File: src/rtl/cache_pkg.sv
// Shared definitions for the cache-side line adapter: line/beat geometry, the adapter state
// encoding and a helper that aligns a byte address to its cache line.
package cache_pkg;

  localparam int unsigned ADDR_W      = 32;
  localparam int unsigned LINE_W      = 256;
  localparam int unsigned BEAT_W      = 64;
  localparam int unsigned BEATS       = LINE_W / BEAT_W;
  localparam int unsigned OFFSET_BITS = 5;
  localparam int unsigned CNT_W       = $clog2(BEATS);
  localparam int unsigned BEAT_SH     = $clog2(BEAT_W);

  localparam logic [CNT_W-1:0] LAST_BEAT = CNT_W'(BEATS - 1);

  typedef enum logic [2:0] {
    StIdle,
    StRdReq,
    StRdData,
    StWrBurst,
    StResp
  } adapter_state_t;

  typedef logic [LINE_W-1:0] line_t;
  typedef logic [BEAT_W-1:0] beat_t;

  // Clear the in-line byte offset so the burst starts on the line boundary.
  function automatic logic [ADDR_W-1:0] line_align(input logic [ADDR_W-1:0] addr);
    logic [ADDR_W-1:0] res;
    res                    = addr;
    res[OFFSET_BITS-1:0]   = '0;
    return res;
  endfunction

endpackage

File: src/rtl/cacheline_adapter.sv
// Width/protocol converter below the cache's downward-facing port. Each 256-bit line read or
// write becomes a 4-beat x 64-bit burst on the memory port; one dfp_resp pulse per line.
// One transaction in flight, no reordering.
//
// Ports
//   clk, rst            clock (rising edge), asynchronous active-low reset
//   dfp_addr/read/write line request from the cache, held until dfp_resp
//   dfp_wdata           line to write, held until dfp_resp
//   dfp_rdata           assembled read line, holds until the next read completes
//   dfp_resp            one-cycle completion pulse
//   mem_addr            line-aligned burst base address
//   mem_read            read command, held until mem_ready
//   mem_write/mem_wdata write beat valid and data, a beat advances on mem_ready
//   mem_ready           memory accepts the command or beat this cycle
//   mem_rdata/rvalid    read beats, always accepted
module cacheline_adapter
  import cache_pkg::*;
(
  input  logic              clk,
  input  logic              rst,
  input  logic [ADDR_W-1:0] dfp_addr,
  input  logic              dfp_read,
  input  logic              dfp_write,
  input  logic [LINE_W-1:0] dfp_wdata,
  output logic [LINE_W-1:0] dfp_rdata,
  output logic              dfp_resp,
  output logic [ADDR_W-1:0] mem_addr,
  output logic              mem_read,
  output logic              mem_write,
  output logic [BEAT_W-1:0] mem_wdata,
  input  logic              mem_ready,
  input  logic [BEAT_W-1:0] mem_rdata,
  input  logic              mem_rvalid
);

  adapter_state_t            state_q;
  logic [CNT_W-1:0]          beat_cnt_q;
  logic [ADDR_W-1:0]         addr_q;
  line_t                     line_q;   // shared by read assembly and write serialisation
  line_t                     rdata_q;  // separate so reads survive intervening writes
  logic                      mem_read_q;
  logic                      mem_write_q;
  logic                      dfp_resp_q;

  logic [CNT_W+BEAT_SH-1:0]  beat_base;
  line_t                     rd_line;

  assign beat_base = {beat_cnt_q, BEAT_SH'(0)};

  // Line buffer with the incoming beat merged into its slot.
  always_comb begin
    rd_line                       = line_q;
    rd_line[beat_base +: BEAT_W]  = mem_rdata;
  end

  always_ff @(posedge clk or negedge rst) begin
    if (!rst) begin
      state_q     <= StIdle;
      beat_cnt_q  <= '0;
      addr_q      <= '0;
      line_q      <= '0;
      rdata_q     <= '0;
      mem_read_q  <= 1'b0;
      mem_write_q <= 1'b0;
      dfp_resp_q  <= 1'b0;
    end else begin
      dfp_resp_q <= 1'b0;
      unique case (state_q)
        StIdle: begin
          // A write wins if the cache raises both.
          if (dfp_write) begin
            addr_q      <= line_align(dfp_addr);
            line_q      <= dfp_wdata;
            beat_cnt_q  <= '0;
            mem_write_q <= 1'b1;
            state_q     <= StWrBurst;
          end else if (dfp_read) begin
            addr_q     <= line_align(dfp_addr);
            mem_read_q <= 1'b1;
            state_q    <= StRdReq;
          end
        end
        StRdReq: begin
          if (mem_ready) begin
            mem_read_q <= 1'b0;
            beat_cnt_q <= '0;
            state_q    <= StRdData;
          end
        end
        StRdData: begin
          if (mem_rvalid) begin
            line_q     <= rd_line;
            beat_cnt_q <= beat_cnt_q + 1'b1;
            if (beat_cnt_q == LAST_BEAT) begin
              rdata_q    <= rd_line;
              dfp_resp_q <= 1'b1;
              state_q    <= StResp;
            end
          end
        end
        StWrBurst: begin
          if (mem_ready) begin
            beat_cnt_q <= beat_cnt_q + 1'b1;
            if (beat_cnt_q == LAST_BEAT) begin
              mem_write_q <= 1'b0;
              dfp_resp_q  <= 1'b1;
              state_q     <= StResp;
            end
          end
        end
        StResp: begin
          // Request is not resampled here, so a still-held request cannot double issue.
          state_q <= StIdle;
        end
        default: state_q <= StIdle;
      endcase
    end
  end

  assign dfp_rdata = rdata_q;
  assign dfp_resp  = dfp_resp_q;
  assign mem_addr  = addr_q;
  assign mem_read  = mem_read_q;
  assign mem_write = mem_write_q;
  assign mem_wdata = line_q[beat_base +: BEAT_W];

  a_no_dual_request: assert property (@(posedge clk) disable iff (!rst)
    (state_q == StIdle) |-> !(dfp_read && dfp_write));

  a_no_rvalid_idle: assert property (@(posedge clk) disable iff (!rst)
    (state_q == StIdle) |-> !mem_rvalid);

endmodule

File: config.mk
export PLATFORM = sky130hd
export DESIGN_NAME = cacheline_adapter
export DESIGN_NICKNAME = d
export VERILOG_FILES = /design/src/rtl/cache_pkg.sv /design/src/rtl/cacheline_adapter.sv
export SDC_FILE = /design/constraint.sdc
export NUM_CORES = 1
export LEC_CHECK = 0
export ABC_AREA = 1
export BUFFER_PORTS_ARGS = -buffer_cell sky130_fd_sc_hd__buf_2
export CORE_AREA = 3 3 275 277
export CTS_CLUSTER_DIAMETER = 40
export CTS_CLUSTER_SIZE = 25
export DETAILED_ROUTE_END_ITERATION = 10
export DIE_AREA = 0 0 278 280
export PLACE_DENSITY_LB_ADDON = 0.3
export SLEW_MARGIN = 20
export SYNTH_ARGS = -nofsm -noshare
export SYNTH_HDL_FRONTEND = slang
export SYNTH_SLANG_ARGS = --single-unit
File: constraint.sdc
create_clock -name clk -period 3.15 [get_ports clk]
set_clock_uncertainty 0.2 [all_clocks]
set_input_delay 0.315 -clock clk [delete_from_list [all_inputs] [get_ports clk]]
set_output_delay 0.315 -clock clk [all_outputs]
set_load 0.03 [all_outputs]
==> run_results.csv, run 1 <==
group,metric,value,unit
layout,layout.area.seq,0.0137,mm^2
logic_synthesis,yosys_register_bits,547,
drt,vias,36200,
setup_path,cp-end-kind,"primary output",
power,vdd_drop_max,1030,uV
layout,drive_above_1_share,17.2,%
sta,report.final.slew_viol_count,0,
layout,fin_area,0.0435,mm^2
logic_synthesis,yosys.area.top_type,"dfrtp_1",
layout,fin_nets,6032,
placement,post_dp_cell_area,0.0344,mm^2
grt,grt_antenna_before_repair,9,
placement,place_congestion,0.910,
power,p_leak,0.0239,uW
min_path,hold_path_class,"primary input to flop",
die,io_pins,713,
setup_path,r2r_cells,11,
clocking,cts_tree,"done",
setup_path,r2r_slack,130,ps
clocking,htreeDepth,3,
sta,fmaxAchievable,319,MHz
logic_synthesis,yosys.cell_count.top_type,"nand2_1",
logic_synthesis,avgSynthCellArea,6.61,um^2
die,core_area,0.0731,mm^2
setup_path,worstPathMaxFanout,33,
logic_synthesis,synth-edff-count,0,
sta,period_share,99.5,%
drt,drtIter0Drc,3968,
outcome,status,"finished, final reports clean",
clocking,root_buffer,"clkbuf_16",
die,std_cell_rows,99,
flow_run,cap_violations,0,
clocking,clkTransAtPathRegs,50,ps
clocking,clock_latency,660,ps
sta,whs,167,ps
min_path,hold_end,"dfp_rdata[202]",
logic_synthesis,synth-async-reset-ratio,100,%
sta,min_period,3130,ps
drt,dr.pass1.iters,7,
placement,io_buffers,702,
sta,tightest_slew,1090,ps
sta,setup_violations,0,
setup_path,critPathLaunchType,"flop",
drt,ant_nets,0,
die,die_area,0.0778,mm^2
grt,grt_pass1_vias,35300,
placement,place_hpwl,79800,um
die,start_util,41.1,%
grt,grt_max_degree,151,
sta,slew-limit-headroom,27.0,%
power,power.density,1120,mW/mm^2
clocking,cts.path.max_buffers,3,
setup_path,crit_type,"flop to primary output",
logic_synthesis,synthTopCellsByCount,"nand2_1 (2,516), nor2_1 (580), dfrtp_1 (547)",
logic_synthesis,postSynthCellCount,4540,
layout,num-fill-cells,6446,
setup_path,cp_data_required_time,2630,ps
grt,grt_pass1_wl,203000,um
setup_path,regToRegStartpoint,"beat_cnt_q[0]",
logic_synthesis,synth_flop_cell,"dfrtp_1",
layout,multi_input_area,0.0149,mm^2
logic_synthesis,ys_types,25,
clocking,cts_made_buffers,98,
drt,wl,135000,um
clocking,cts_setup_buffers,0,
grt,grt-ovfl-total,0,
logic_synthesis,synth_top_area_share,45.6,%
grt,gr-usage-all-layers,33.3,%
drt,drc_errors,0,
die,dieWidth,278,um
setup_path,worst_ep_arrival_time,2620,ps
drt,wl_per_cell,20.1,um
drt,via_per_inst,5.38,
logic_synthesis,synthTopCellsByArea,"dfrtp_1 (46%), nand2_1 (31%), nor2_1 (7.3%)",
sta,rsz0062_at_grt,"true",
setup_path,r2r_end,"line_q[176]",
clocking,clock_sinks,547,
logic_synthesis,ys_warn_count,0,
die,die_y,280,um
min_path,hold_path_depth,5,
logic_synthesis,yosysSeqAreaShare,45.6,%
min_path,hp-start,"mem_rvalid",
sta,finalHoldViolCount,0,
logic_synthesis,netlist_area,0.0300,mm^2
layout,area_growth,44.9,%
==> layer usage <==
layer,global-route usage (%),vias to the layer above,share of wire (%),wire (um)
li1,-,16400,-,-
met1,41.7,16900,38,51400
met2,53.2,2328,46,61600
met3,7.49,543,10,14100
met4,19.7,6,6.1,8220
met5,0,-,0.026,35
==> critical path, stage by stage, from the launching register on <==
cell and delay (ps):
dfrtp_2 440, inv_2 120, buf_4 510, o21ai_0 200, o22ai_1 380, buf_2 290
==> power by group <==
part	internal (uW)	leakage, uW	total [uW]	switching [uW]
Clock	7040	0.00168	11300	4230
Sequential	9600	0.00715	11400	1840
Combinational	8390	0.0151	26000	17600
==> state kept, by name (all words and copies together), names as in the netlist <==
name and count:
beat_cnt_q 2, dfp_rdata 256, mem_read 1, dfp_resp 1, mem_addr 27, line_q 256, mem_write 1, state_q 3
==> final cells by class <==
class	instances	share of cell area, %
clock inverter	76	2.22
tap	959	2.76
sequential	547	31.5
multi-input combinational	3672	34.2
inverter	26	0.282
clock buffer	109	5.85
timing repair buffer	1323	23.2
antenna	8	0.0460
==> placed cells by master (no fill, tap or decap), types with 19 or more instances in the layout <==
| cell | instances |
|---|---|
| buf_4 | 38 |
| clkbuf_16 | 102 |
| nand2_1 | 2516 |
| dfrtp_1 | 545 |
| o22ai_1 | 64 |
| inv_6 | 19 |
| nand3b_1 | 64 |
| nand3_1 | 292 |
| buf_12 | 32 |
| dlygate4sd3_1 | 542 |
| nor2_1 | 578 |
| buf_2 | 701 |
| o21ai_0 | 129 |
==> logic make-up after synthesis <==
kind of cell / after synthesis / synth area share, %
other: 1 / 0.0125
flip-flops: 547 / 45.6
AO/OA/AOI/OAI: 197 / 3.57
adder cells (fa/ha/maj): 6 / 0.250
AND/OR/NAND/NOR: 3464 / 45.5
buffers and inverters: 325 / 5.11
==> through the flow <==
stage / utilization, % / instances / setup WS, ps / total power [uW] / setup TNS [ps]
CTS: 59.3 / 6709 / 21.2 / 47700 / 0
detailed placement: 47.1 / 5982 / 502 / 34200 / 0
global route: 59.5 / 6717 / -5.41 / 51500 / -7.58
floorplan: - / 4544 / 373 / 26400 / 0
global placement: 47.1 / 5982 / 565 / 33900 / 0
finish: 59.6 / 6720 / 15.1 / 48700 / 0
==> worst max-delay path by stage <==
stage                           to  slack [ps]           from
floorplan              line_q[214]         370  beat_cnt_q[0]
global placement        line_q[20]         570  beat_cnt_q[0]
detailed placement  dfp_rdata[144]         500  beat_cnt_q[0]
CTS                     line_q[22]          20  beat_cnt_q[0]
global route           line_q[176]          -5  beat_cnt_q[0]
finish               mem_wdata[30]          20  beat_cnt_q[1]
==> repair_timing <==
| action | 4_1_cts | 5_1_grt |
|---|---|---|
| gates resized for setup | 0 | 13 |
| endpoints found under the setup margin | 0 | 92 |
| hold buffers | 542 | 0 |
| hold endpoints to repair | 969 | 0 |
Power figures use the tool's default switching activity.
==> run 2, diff against run 1 <==
--- a/config.mk
+++ b/config.mk
@@ -7,11 +7,11 @@
 export LEC_CHECK = 0
 export ABC_AREA = 1
 export BUFFER_PORTS_ARGS = -buffer_cell sky130_fd_sc_hd__buf_2
-export CORE_AREA = 3 3 275 277
+export CORE_AREA = 8 8 272 274
 export CTS_CLUSTER_DIAMETER = 40
 export CTS_CLUSTER_SIZE = 25
 export DETAILED_ROUTE_END_ITERATION = 10
-export DIE_AREA = 0 0 278 280
+export DIE_AREA = 0 0 280 282
 export PLACE_DENSITY_LB_ADDON = 0.3
 export SLEW_MARGIN = 20
 export SYNTH_ARGS = -nofsm -noshare
==> run 2 against run 1 <==
Largest power group unchanged. Final cell count fell by 1.4%. Critical path type unchanged. Global-route usage fell by 0.11 points. Sequential share of layout area rose by 0.63 points.
==> run_results.csv, run 2 (synthesis gave the netlist of run 1 again) <==
group,metric,value,unit
outcome,status,"finished, final reports clean",
sta,worst_slack,44.7,ps
clocking,cts_made_buffers,96,
placement,place_hpwl,84400,um
clocking,htreeDepth,3,
drt,vias,35800,
die,io_pins,713,
layout,fin_nets,5959,
drt,wl,135000,um
clocking,clock_latency,640,ps
setup_path,cp_data_required_time,2630,ps
setup_path,worstPathMaxFanout,28,
power,vdd_drop_max,761,uV
clocking,clkTransAtPathRegs,70,ps
clocking,cts.path.max_buffers,3,
grt,grt-ovfl-total,0,
drt,drtIter0Drc,3886,
die,start_util,43.2,%
sta,slew-limit-headroom,38.6,%
grt,grt_pass1_wl,207000,um
power,power.density,1110,mW/mm^2
layout,final_common_cell,"nand2_1",
sta,setup_violations,0,
drt,drc_errors,0,
clocking,root_buffer,"clkbuf_16",
drt,dr.pass1.iters,8,
drt,via_per_inst,5.41,
flow_run,cap_violations,0,
sta,min_period,3110,ps
clocking,cts_tree,"done",
placement,place_congestion,0.934,
min_path,hold_path_class,"primary input to flop",
grt,grt_antenna_before_repair,6,
setup_path,cp-end-kind,"primary output",
placement,post_dp_cell_area,0.0346,mm^2
layout,num-fill-cells,5962,
power,p_leak,0.0237,uW
layout,area_growth,42.1,%
placement,dp_slack,464,ps
clocking,clock_sinks,547,
setup_path,worst_ep_arrival_time,2590,ps
layout,final_cell_mix,"nand2_1 (2,516), buf_2 (701), nor2_1 (578)",
drt,wl_per_cell,20.4,um
sta,fmaxAchievable,322,MHz
die,dieWidth,280,um
sta,period_share,98.6,%
grt,gr-usage-all-layers,33.2,%
sta,tightest_slew,919,ps
setup_path,critPathLaunchType,"flop",
layout,fin_area,0.0427,mm^2
grt,grt_pass1_vias,35900,
die,die_y,282,um
sta,finalHoldViolCount,0,
layout,drive_above_1_share,17.7,%
drt,ant_nets,0,
sta,report.final.slew_viol_count,0,
die,std_cell_rows,97,
placement,io_buffers,702,
sta,tns,0,ps
grt,grt_max_degree,149,
die,die_area,0.0790,mm^2
setup_path,crit_type,"flop to primary output",
sta,rsz0062_at_grt,"false",
die,core_area,0.0695,mm^2
layout,post-route-util,61.4,%
run 2: cell types whose count changed in the layout (fill, tap and decap cells not counted), sizes merged, moves of 2 or more:
cell / delta
dlygate4sd3: -89
clkinvlp: -3
bufinv: -2
clkbuf: -7
buf: +20
clkinv: -11
diode: -2
inv: +15
run 2: final timing paths:
check,from,to,slack (ps),cells past startpoint
max,beat_cnt_q[1],mem_wdata[50],40,5
min reg2reg,mem_write,mem_write,270,2
min,mem_rvalid,dfp_rdata[75],40,5
min in group asynchronous,rst,dfp_rdata[234],100,2
max in group asynchronous,rst,beat_cnt_q[0],1650,3
max reg2reg,beat_cnt_q[1],line_q[227],90,10
run 2: area by class of cell:
| type | count | area, um^2 | area share (%) |
|---|---|---|---|
| Tap cell | 940 | 1180 | 2.76 |
| Antenna cell | 6 | 15.0 | 0.0352 |
| Inverter | 26 | 114 | 0.267 |
| Sequential cell | 547 | 13700 | 32.1 |
| Timing Repair Buffer | 1252 | 9340 | 21.9 |
| Multi-Input combinational cell | 3672 | 14900 | 34.9 |
| Clock buffer | 105 | 2520 | 5.90 |
| Clock inverter | 75 | 917 | 2.15 |
run 2: timing repair:
item | CTS | global route
pin swaps | 0 | 1
gates cloned | 1 | 0
buffers inserted | 0 | 1
hold buffers | 453 | 0
endpoints found under the setup margin | 6 | 41
gates resized for setup | 6 | 3
endpoints found under the hold margin | 528 | 0
run 2: worst max-delay path, stage by stage, from the launching register on:
cell     delay (ps)
dfrtp_2         420
inv_2           250
buf_4           480
o21ai_0         190
o22ai_1         300
buf_2           280
run 2: routing by layer:
layer | vias to the layer above | GRT usage, % | wire length, um | share of wire [%]
li1 | 16300 | - | - | -
met1 | 16500 | 41.2 | 50000 | 37
met2 | 2501 | 52.2 | 61000 | 45
met3 | 577 | 8.25 | 15500 | 11
met4 | 2 | 20.2 | 8980 | 6.6
met5 | - | 0 | 13 | 0.0096
run 2: per-stage QoR:
step           power (uW)  hold slack (ps)  cells
6_report            47500             36.5   6623
5_1_grt             50300             45.0   6621
4_1_cts             46900             2.12   6616
2_1_floorplan       26400             -181   4544
3_3_place_gp        33900              206   5982
3_5_place_dp        34200              211   5982
run 2: report_power, final:
group          leakage (uW)  internal, uW  total (uW)  switching (uW)
clock               0.00167          6870       11100            4250
sequential          0.00715          9600       11400            1850
combinational        0.0148          7680       24900           17300
